**config.mk**
```make
export PLATFORM = sky130hd
export DESIGN_NAME = pipeline_hazard_controller
export DESIGN_NICKNAME = d
export VERILOG_FILES = /design/src/rtl/hazard_pkg.sv /design/src/rtl/forwarding_unit.sv /design/src/rtl/pipeline_hazard_controller.sv
export SDC_FILE = /design/constraint.sdc
export NUM_CORES = 1
export LEC_CHECK = 0
export BUFFER_PORTS_ARGS = -buffer_cell sky130_fd_sc_hd__buf_2
export CAP_MARGIN = 20
export CORE_UTILIZATION = 35
export CTS_CLUSTER_SIZE = 16
export DETAILED_ROUTE_END_ITERATION = 6
export GPL_TIMING_DRIVEN = 0
export HOLD_SLACK_MARGIN = 0.08
export PLACE_DENSITY = 0.87
export SYNTH_ARGS = -nofsm -noshare
export SYNTH_HDL_FRONTEND = slang
export SYNTH_SLANG_ARGS = --single-unit
```
**constraint.sdc**
```tcl
create_clock -name clk_i -period 1.9 [get_ports clk_i]
set_clock_uncertainty 0.2 [all_clocks]
set_input_delay 0.38 -clock clk_i [delete_from_list [all_inputs] [get_ports clk_i]]
set_output_delay 0.38 -clock clk_i [all_outputs]
set_load 0.02 [all_outputs]
```
**src/rtl/hazard_pkg.sv**
```systemverilog
// hazard_pkg: shared types and helpers for the RV32 pipeline hazard controller.
// Provides forwarding select encoding, the load result-source code, the MDU
// hold FSM state encoding and the per-operand forwarding priority function.
package hazard_pkg;

  typedef enum logic [1:0] {
    FWD_RF  = 2'b00,
    FWD_WB  = 2'b01,
    FWD_MEM = 2'b10
  } forward_sel_t;

  localparam logic [1:0] RESULT_SRC_LOAD = 2'b01;

  // Width of the multiply hold counter (MUL_CYCLES is limited to 1..15).
  localparam int CNT_W = 4;

  typedef enum logic [1:0] {
    IDLE     = 2'b00,
    MUL_WAIT = 2'b01,
    DIV_WAIT = 2'b10
  } mdu_state_t;

  // Memory stage is younger than Writeback, so it wins; x0 never forwards.
  function automatic forward_sel_t fwd_select(
    input logic [4:0] rs,
    input logic [4:0] rd_m,
    input logic       wr_m,
    input logic [4:0] rd_w,
    input logic       wr_w
  );
    if (wr_m && (rd_m == rs) && (rs != 5'd0)) return FWD_MEM;
    else if (wr_w && (rd_w == rs) && (rs != 5'd0)) return FWD_WB;
    else return FWD_RF;
  endfunction

endpackage

```
**src/rtl/forwarding_unit.sv**
```systemverilog
// forwarding_unit: combinational operand bypass select for both Execute sources.
// Ports: rs1_e_i/rs2_e_i Execute sources; rd_m_i/reg_write_m_i and
// rd_w_i/reg_write_w_i producer stages; forward_a_o/forward_b_o selects.
module forwarding_unit
  import hazard_pkg::*;
(
  input  logic [4:0]   rs1_e_i,
  input  logic [4:0]   rs2_e_i,
  input  logic [4:0]   rd_m_i,
  input  logic [4:0]   rd_w_i,
  input  logic         reg_write_m_i,
  input  logic         reg_write_w_i,
  output forward_sel_t forward_a_o,
  output forward_sel_t forward_b_o
);

  assign forward_a_o = fwd_select(rs1_e_i, rd_m_i, reg_write_m_i, rd_w_i, reg_write_w_i);
  assign forward_b_o = fwd_select(rs2_e_i, rd_m_i, reg_write_m_i, rd_w_i, reg_write_w_i);

endmodule

```
**src/rtl/pipeline_hazard_controller.sv**
```systemverilog
// pipeline_hazard_controller: stall/flush/forward sequencing for a 5-stage RV32
// pipeline, including holding Execute while a MUL (fixed latency) or DIV
// (done handshake) runs. Ports: Decode/Execute/Memory/Writeback register fields,
// MDU start/busy/done, stall_*/flush_* hooks, forward selects, perf counters.
// Optional HAZARD_PERF_CNT_EN: saturating stall-cycle and flush counters;
// without it stall_cycles_o/flush_count_o are tied to zero.
module pipeline_hazard_controller
  import hazard_pkg::*;
#(
  parameter int MUL_CYCLES = 3,
  parameter int PERF_W     = 32
) (
  input  logic              clk_i,
  input  logic              rst_n_i,
  input  logic [4:0]        rs1_d_i,
  input  logic [4:0]        rs2_d_i,
  input  logic [4:0]        rs1_e_i,
  input  logic [4:0]        rs2_e_i,
  input  logic [4:0]        rd_e_i,
  input  logic [4:0]        rd_m_i,
  input  logic [4:0]        rd_w_i,
  input  logic              reg_write_m_i,
  input  logic              reg_write_w_i,
  input  logic [1:0]        result_src_e_i,
  input  logic              pc_src_e_i,
  input  logic              mdu_op_e_i,
  input  logic              mdu_is_div_e_i,
  input  logic              mdu_done_i,
  output logic [1:0]        forward_ae_o,
  output logic [1:0]        forward_be_o,
  output logic              stall_f_o,
  output logic              stall_d_o,
  output logic              stall_e_o,
  output logic              flush_d_o,
  output logic              flush_e_o,
  output logic              flush_m_o,
  output logic              mdu_start_o,
  output logic              mdu_busy_o,
  output logic [PERF_W-1:0] stall_cycles_o,
  output logic [PERF_W-1:0] flush_count_o
);

  localparam logic [CNT_W-1:0] MUL_LOAD = CNT_W'(MUL_CYCLES - 1);

  forward_sel_t fwd_a, fwd_b;

  forwarding_unit u_fwd (
    .rs1_e_i       (rs1_e_i),
    .rs2_e_i       (rs2_e_i),
    .rd_m_i        (rd_m_i),
    .rd_w_i        (rd_w_i),
    .reg_write_m_i (reg_write_m_i),
    .reg_write_w_i (reg_write_w_i),
    .forward_a_o   (fwd_a),
    .forward_b_o   (fwd_b)
  );

  assign forward_ae_o = fwd_a;
  assign forward_be_o = fwd_b;

  mdu_state_t       state_q, state_d;
  logic [CNT_W-1:0] cnt_q, cnt_d;
  logic             rst_hold_q;
  logic             out_en, load_use, hold, start;

  // Control outputs stay quiet in the reset cycle and the one after it, so the
  // datapath leaving reset never sees a stray stall, flush or MDU start.
  assign out_en = rst_n_i & ~rst_hold_q;

  assign load_use = (result_src_e_i == RESULT_SRC_LOAD) && (rd_e_i != 5'd0) &&
                    ((rd_e_i == rs1_d_i) || (rd_e_i == rs2_d_i));

  always_ff @(posedge clk_i) begin
    if (!rst_n_i) begin
      state_q    <= IDLE;
      cnt_q      <= '0;
      rst_hold_q <= 1'b1;
    end else begin
      state_q    <= state_d;
      cnt_q      <= cnt_d;
      rst_hold_q <= 1'b0;
    end
  end

  // hold covers the start cycle and every wait cycle except the release cycle.
  always_comb begin
    state_d = state_q;
    cnt_d   = cnt_q;
    hold    = 1'b0;
    start   = 1'b0;
    case (state_q)
      IDLE: begin
        // A taken branch squashes the op in Execute, so it must not start.
        if (out_en && mdu_op_e_i && !pc_src_e_i) begin
          start = 1'b1;
          hold  = 1'b1;
          if (mdu_is_div_e_i) begin
            state_d = DIV_WAIT;
          end else begin
            state_d = MUL_WAIT;
            cnt_d   = MUL_LOAD;
          end
        end
      end
      MUL_WAIT: begin
        if (cnt_q == '0) begin
          state_d = IDLE;
        end else begin
          hold  = 1'b1;
          cnt_d = cnt_q - CNT_W'(1);
        end
      end
      DIV_WAIT: begin
        if (mdu_done_i) state_d = IDLE;
        else            hold    = 1'b1;
      end
      default: state_d = IDLE;
    endcase
  end

  // While holding, Execute keeps the MDU op and M receives a bubble; branch and
  // load-use flushes of D/E are suppressed so the held op is not lost.
  assign stall_f_o   = out_en & (hold | load_use);
  assign stall_d_o   = out_en & (hold | load_use);
  assign stall_e_o   = out_en & hold;
  assign flush_m_o   = out_en & hold;
  assign flush_d_o   = out_en & ~hold & pc_src_e_i;
  assign flush_e_o   = out_en & ~hold & (pc_src_e_i | load_use);
  assign mdu_start_o = out_en & start;
  assign mdu_busy_o  = out_en & (state_q != IDLE);

`ifdef HAZARD_PERF_CNT_EN
  logic [PERF_W-1:0] stall_cnt_q, flush_cnt_q;

  always_ff @(posedge clk_i) begin
    if (!rst_n_i) begin
      stall_cnt_q <= '0;
      flush_cnt_q <= '0;
    end else begin
      if (stall_f_o && (stall_cnt_q != '1)) stall_cnt_q <= stall_cnt_q + PERF_W'(1);
      if (flush_d_o && (flush_cnt_q != '1)) flush_cnt_q <= flush_cnt_q + PERF_W'(1);
    end
  end

  assign stall_cycles_o = stall_cnt_q;
  assign flush_count_o  = flush_cnt_q;
`else
  assign stall_cycles_o = '0;
  assign flush_count_o  = '0;
`endif

endmodule
```
After elaboration in Yosys (flattened, before gate mapping)
Index checks and enable logic that the tools add are counted.
{"block": "op_classes", "bitwise": 12, "n_eq_ne": 14, "n_reduce_logical": 23, "n_mux": 19, "add_sub_neg": 1}
{"cell": "5-bit equality test", "n": 6}
{"cell": "5-bit nonzero test", "n": 3}
{"cell": "1-bit logical AND", "n": 12}
{"cell": "2-bit two-way mux", "n": 6}
{"cell": "4-bit two-way mux", "n": 3}
{"cell": "2-bit inequality test (second input constant)", "n": 5}
{"cell": "1-bit AND", "n": 8}
{"cell": "4-bit case mux with 2 select lines", "n": 1}
{"cell": "1-bit two-way mux", "n": 7}
{"cell": "2-bit case mux with 3 select lines", "n": 1}
{"cell": "2-bit by 1-bit equality test with 1-bit output (second input constant)", "n": 2}
{"cell": "4-bit zero test", "n": 1}
{"cell": "4-bit AND reduction", "n": 1}
{"cell": "2-bit nonzero test", "n": 2}
{"cell": "4-bit by 1-bit subtractor with 4-bit output (second input constant)", "n": 1}
{"cell": "1-bit case mux with 3 select lines", "n": 1}
{"cell": "3-bit AND reduction", "n": 1}
{"cell": "2-bit equality test (second input constant)", "n": 1}
{"cell": "2-bit zero test", "n": 1}
{"cell": "1-bit NOT", "n": 2}
{"cell": "1-bit bitwise OR", "n": 2}
{"cell": "1-bit zero test", "n": 1}
{"cell": "1-bit logical OR", "n": 1}
{"block": "word_totals", "in_bits": 45, "elab_cells": 72, "out_inout_bits": 76, "regBits": 7}

Logic depth before layout (Yosys ltp)
{"block": "logic_depth", "word_depth": 9, "ltp_mapped": 7, "ltp_nobuf": 6}

By module
A second synthesis with hierarchy kept.
{"block": "unflattened", "hier_cells": 172, "hier_area_um2": 1357.6}
{"mod": "pipeline_hazard_controller", "seq_area_each_um2": 140.1, "area_per_inst_um2": 1079.8, "instances": 1, "cells_each": 136}
{"mod": "forwarding_unit", "seq_area_each_um2": 0.0, "area_per_inst_um2": 277.8, "instances": 1, "cells_each": 36}

Worst setup path after synthesis
Ideal clock, no wire load.
{"block": "synth_timing", "kind": "reg2out", "startpoint": "register cnt_q[0]", "endpoint": "output stall_f_o", "stages_incl_launch_ff": 8, "n_path_buf": 1, "path_slack_ns": -0.430, "required_time_ns": 1.320, "t_arrival_ns": 1.750, "cell_sequence": "dfxtp_1 > inv_1 > ha_1 > or3b_4 > and2_4 > nor3_1 > o22ai_1 > buf_4"}
{"block": "synth_via", "elab_chain_len": 5}
{"element": "start, declared", "line_no": "pipeline_hazard_controller.sv:62", "text": "logic [CNT_W-1:0] cnt_q, cnt_d;"}
{"element": "start signal, assigned", "line_no": "pipeline_hazard_controller.sv:80", "text": "cnt_q <= cnt_d;"}
{"element": "4-bit zero test", "line_no": "pipeline_hazard_controller.sv:106", "text": "if (cnt_q == '0) begin"}
{"element": "1-bit two-way mux", "line_no": "pipeline_hazard_controller.sv:106"}
{"element": "1-bit case mux with 3 select lines", "line_no": "pipeline_hazard_controller.sv:91", "text": "case (state_q)"}
{"element": "1-bit bitwise OR"}
{"element": "1-bit AND"}
{"element": "end, declared", "line_no": "pipeline_hazard_controller.sv:31", "text": "output logic stall_f_o,"}
No other way between the ends.

Final worst setup path
{"block": "layout_timing", "startpoint": "register cnt_q[0]", "endpoint": "output stall_f_o"}
{"block": "layout_via", "elab_chain_len": 5}
{"element": "4-bit zero test", "line_no": "pipeline_hazard_controller.sv:106"}
{"element": "1-bit two-way mux", "line_no": "pipeline_hazard_controller.sv:106"}
{"element": "1-bit case mux with 3 select lines", "line_no": "pipeline_hazard_controller.sv:91"}
{"element": "1-bit bitwise OR", "line_no": "pipeline_hazard_controller.sv:123", "text": "assign stall_f_o = out_en & (hold | load_use);"}
{"element": "1-bit AND", "line_no": "pipeline_hazard_controller.sv:123"}
No other way between the ends.

==> results.yml <==
route:
  top_layer: "met4"
  route.detailed.drc: 0
  route.met3.wl_um: 220
  routed_wl_um: 3720
  drtPass1Iterations: 4
  wl_met2_um: 2150
  wl_met1_um: 1310
  antenna_left: 0
  drt_iter0_markers: 36
  viasPerCell: 4.07
  num_vias: 1420
  routedWlPerCell_um: 10.6
setup_path:
  path_common_cell: "buf_6"
  crit_type: "flop to output port"
  worst-path-max-fanout: 3
  end_kind: "output port"
  required_ps: 1320
  worstSetupStartpointType: "flop"
  cp_data_arrival_time_ps: 1840
  slowest_stage: "or3b_4"
  max_stage_delay_ps: 390
  path_cells: "inv_2, ha_4, or3b_4, and2_4, nor3_4, o22ai_4, buf_6, buf_6"
outcome:
  violations: "negative setup slack"
  status: "finished, violations left"
global_route:
  track_usage: 0.169
  grt_max_degree: 9
  grt_overflow: 0
  grt_pass1_vias: 1296
  antenna_found_initial: 0
  grt_pass1_wl_um: 5680
place:
  place_inst: 338
  io_buffer_count: 56
  place_congestion: 0.838
  hpwl_um: 2820
layout:
  drive_gt1_frac: 0.548
  final_common_cell: "buf_4"
  layout_common_cells: "79 x buf_4, 64 x conb_1, 35 x buf_2"
  diodes: 0
  area_delta_synth_final_pct: 70.7
  regArea_um2: 143
  stdcell_count: 349
  multi_input_area_um2: 1100
  nNetsFinal: 348
  n_fill_cell: 312
sta:
  setup_viol_count_final: 12
  max_freq_mhz: 413
  period_needed_ps: 2420
  slew_headroom: 0.664
  worst_slack_ps: -524
  rsz0062_at_grt: "true"
  worst_pin_slew_ps: 504
  hold_violations: 0
  slew_viol_final: 0
  fin_crit_sh: 1.28
power_and_ir_drop:
  peakVddDrop_v: 0.000390
  netSwitchingPower_mw: 0.317
  p_total_mw: 0.832
  p_sw_frac: 0.381
  combPwrFrac: 0.563
  power_density_nw_per_um2: 357
  p_int_mw: 0.515
  pwr-share-clk: 0.253
  seqPwrFrac: 0.184
  p_leak_nw: 1.26
logic_synthesis:
  post_synth_instance_area_um2: 1360
  ys_ff_latch: 7
  synth_edf_count: 0
  syn_avg_cell_area_um2: 7.98
  ys_types: 35
  synth_flop_cell: "dfxtp_1"
  async_flop_share: 0
  syn_inst: 171
  yosys_warnings: 0
  seq_area_frac_synth: 0.103
clock_network:
  cts_tree: "built"
  cts_buffers: 3
  cts_buffer_depth: 2
  cts_max_level: 1
  clock-sinks: 7
  ctsHoldBuffers: 0
  cts_root_buffer: "clkbuf_8"
  clk_latency_ps: 220
  clk_pin_slew_worst_paths_ps: 40
min_path:
  hold_class: "primary input to flop"
floorplanning:
  chipWidth_um: 64.4
  row_count: 22
  start_util: 0.370
  coreArea_um2: 3690
  die_h_um: 64.4
  die-area_um2: 4150
  num_io_pins: 121
job:
  maxCapViolCount: 0
cell usage after synthesis, drive strengths merged, types with 2 or more instances:
master | n | area [µm²]
nor4 | 5 | 50.1
nand2 | 4 | 15.0
inv | 7 | 26.3
nor2 | 10 | 42.5
nor3b | 2 | 15.0
xnor2 | 16 | 140
buf | 66 | 495
a211oi | 2 | 25.0
xor2 | 14 | 123
nor3 | 7 | 35.0
a21oi | 3 | 15.0
or4 | 2 | 15.0
dfxtp | 7 | 140
nor2b | 2 | 12.5
nand2b | 3 | 18.8
o21a | 2 | 22.5
nand4 | 4 | 25.0
sequential cells by signal, summed over array words and instances, names as in the netlist:
register    flops
cnt_q           4
rst_hold_q      1
state_q         2
power by group through the flow:
stage / Clock [mW] / Sequential [mW] / Combinational [mW]
after floorplan: 0 / 0.155 / 0.327
after global placement: 0 / 0.156 / 0.409
after detailed placement: 0 / 0.156 / 0.416
after CTS: 0.212 / 0.153 / 0.450
after global routing: 0.222 / 0.153 / 0.499
final: 0.210 / 0.153 / 0.469
layout make-up:
cell class,count,share of cell area
Buffer,66,0.214
Clock buffer,4,0.0193
Inverter,7,0.0113
Multi-Input combinational cell,154,0.473
Sequential cell,7,0.0613
Tap cell,48,0.0258
Timing Repair Buffer,63,0.195
kinds of logic (layout without fill, tap and decap cells):
group / count (synthesis) / in the layout / synth area share
AOI/OAI and AO/OA: 14 / 14 / 0.0899
xor gates and xnor gates: 30 / 30 / 0.193
adders and majority gates: 1 / 1 / 0.00917
buffers and inverters: 73 / 140 / 0.383
DFF: 7 / 7 / 0.103
other: 1 / 64 / 0.00275
and+or+nand+nor: 45 / 45 / 0.220
metrics by stage:
stage / TNS (ps) / util / setup WS (ps) / instance area, µm² / hold WS, ps
after floorplan: -1230 / - / -282 / 1720 / 244
after global placement: -2520 / 0.559 / -357 / 2060 / 259
after detailed placement: -2780 / 0.559 / -385 / 2060 / 264
after CTS: -3690 / 0.624 / -576 / 2300 / 255
after global routing: -4230 / 0.631 / -600 / 2330 / 262
final: -3470 / 0.631 / -524 / 2330 / 252
path summary, 6_finish.rpt:
| path | from | end | slack [ps] | cells after the start |
|---|---|---|---|---|
| max | cnt_q[0] | stall_f_o | -520 | 8 |
| min | mdu_is_div_e_i | state_q[1] | 250 | 3 |
| max reg2reg | cnt_q[0] | cnt_q[1] | -70 | 7 |
| min reg2reg | cnt_q[2] | cnt_q[2] | 350 | 1 |
worst max-delay path: cells and delay by family (launching register included):
family                   cells  cell delay, ps
AO/OA/AOI/OAI                1             100
adder cells (fa/ha/maj)      1             130
buffers and inverters        3             320
flip-flops                   1             320
AND/OR/NAND/NOR              3             750
layer usage:
| metal | global-route usage | up-vias |
|---|---|---|
| met3 | 0.0229 | 4 |
| met1 | 0.166 | 652 |
| met4 | 0.0306 | 0 |
| met5 | 0 | - |
| met2 | 0.364 | 58 |
| li1 | - | 706 |
repair_timing:
action | CTS | global route
gates resized for setup | 42 | 4
pin swaps | 15 | 7
gates cloned | 0 | 0
buffers inserted | 6 | 2
setup endpoints to repair | 11 | 13
No activity file was read; power rests on OpenSTA's default activity.
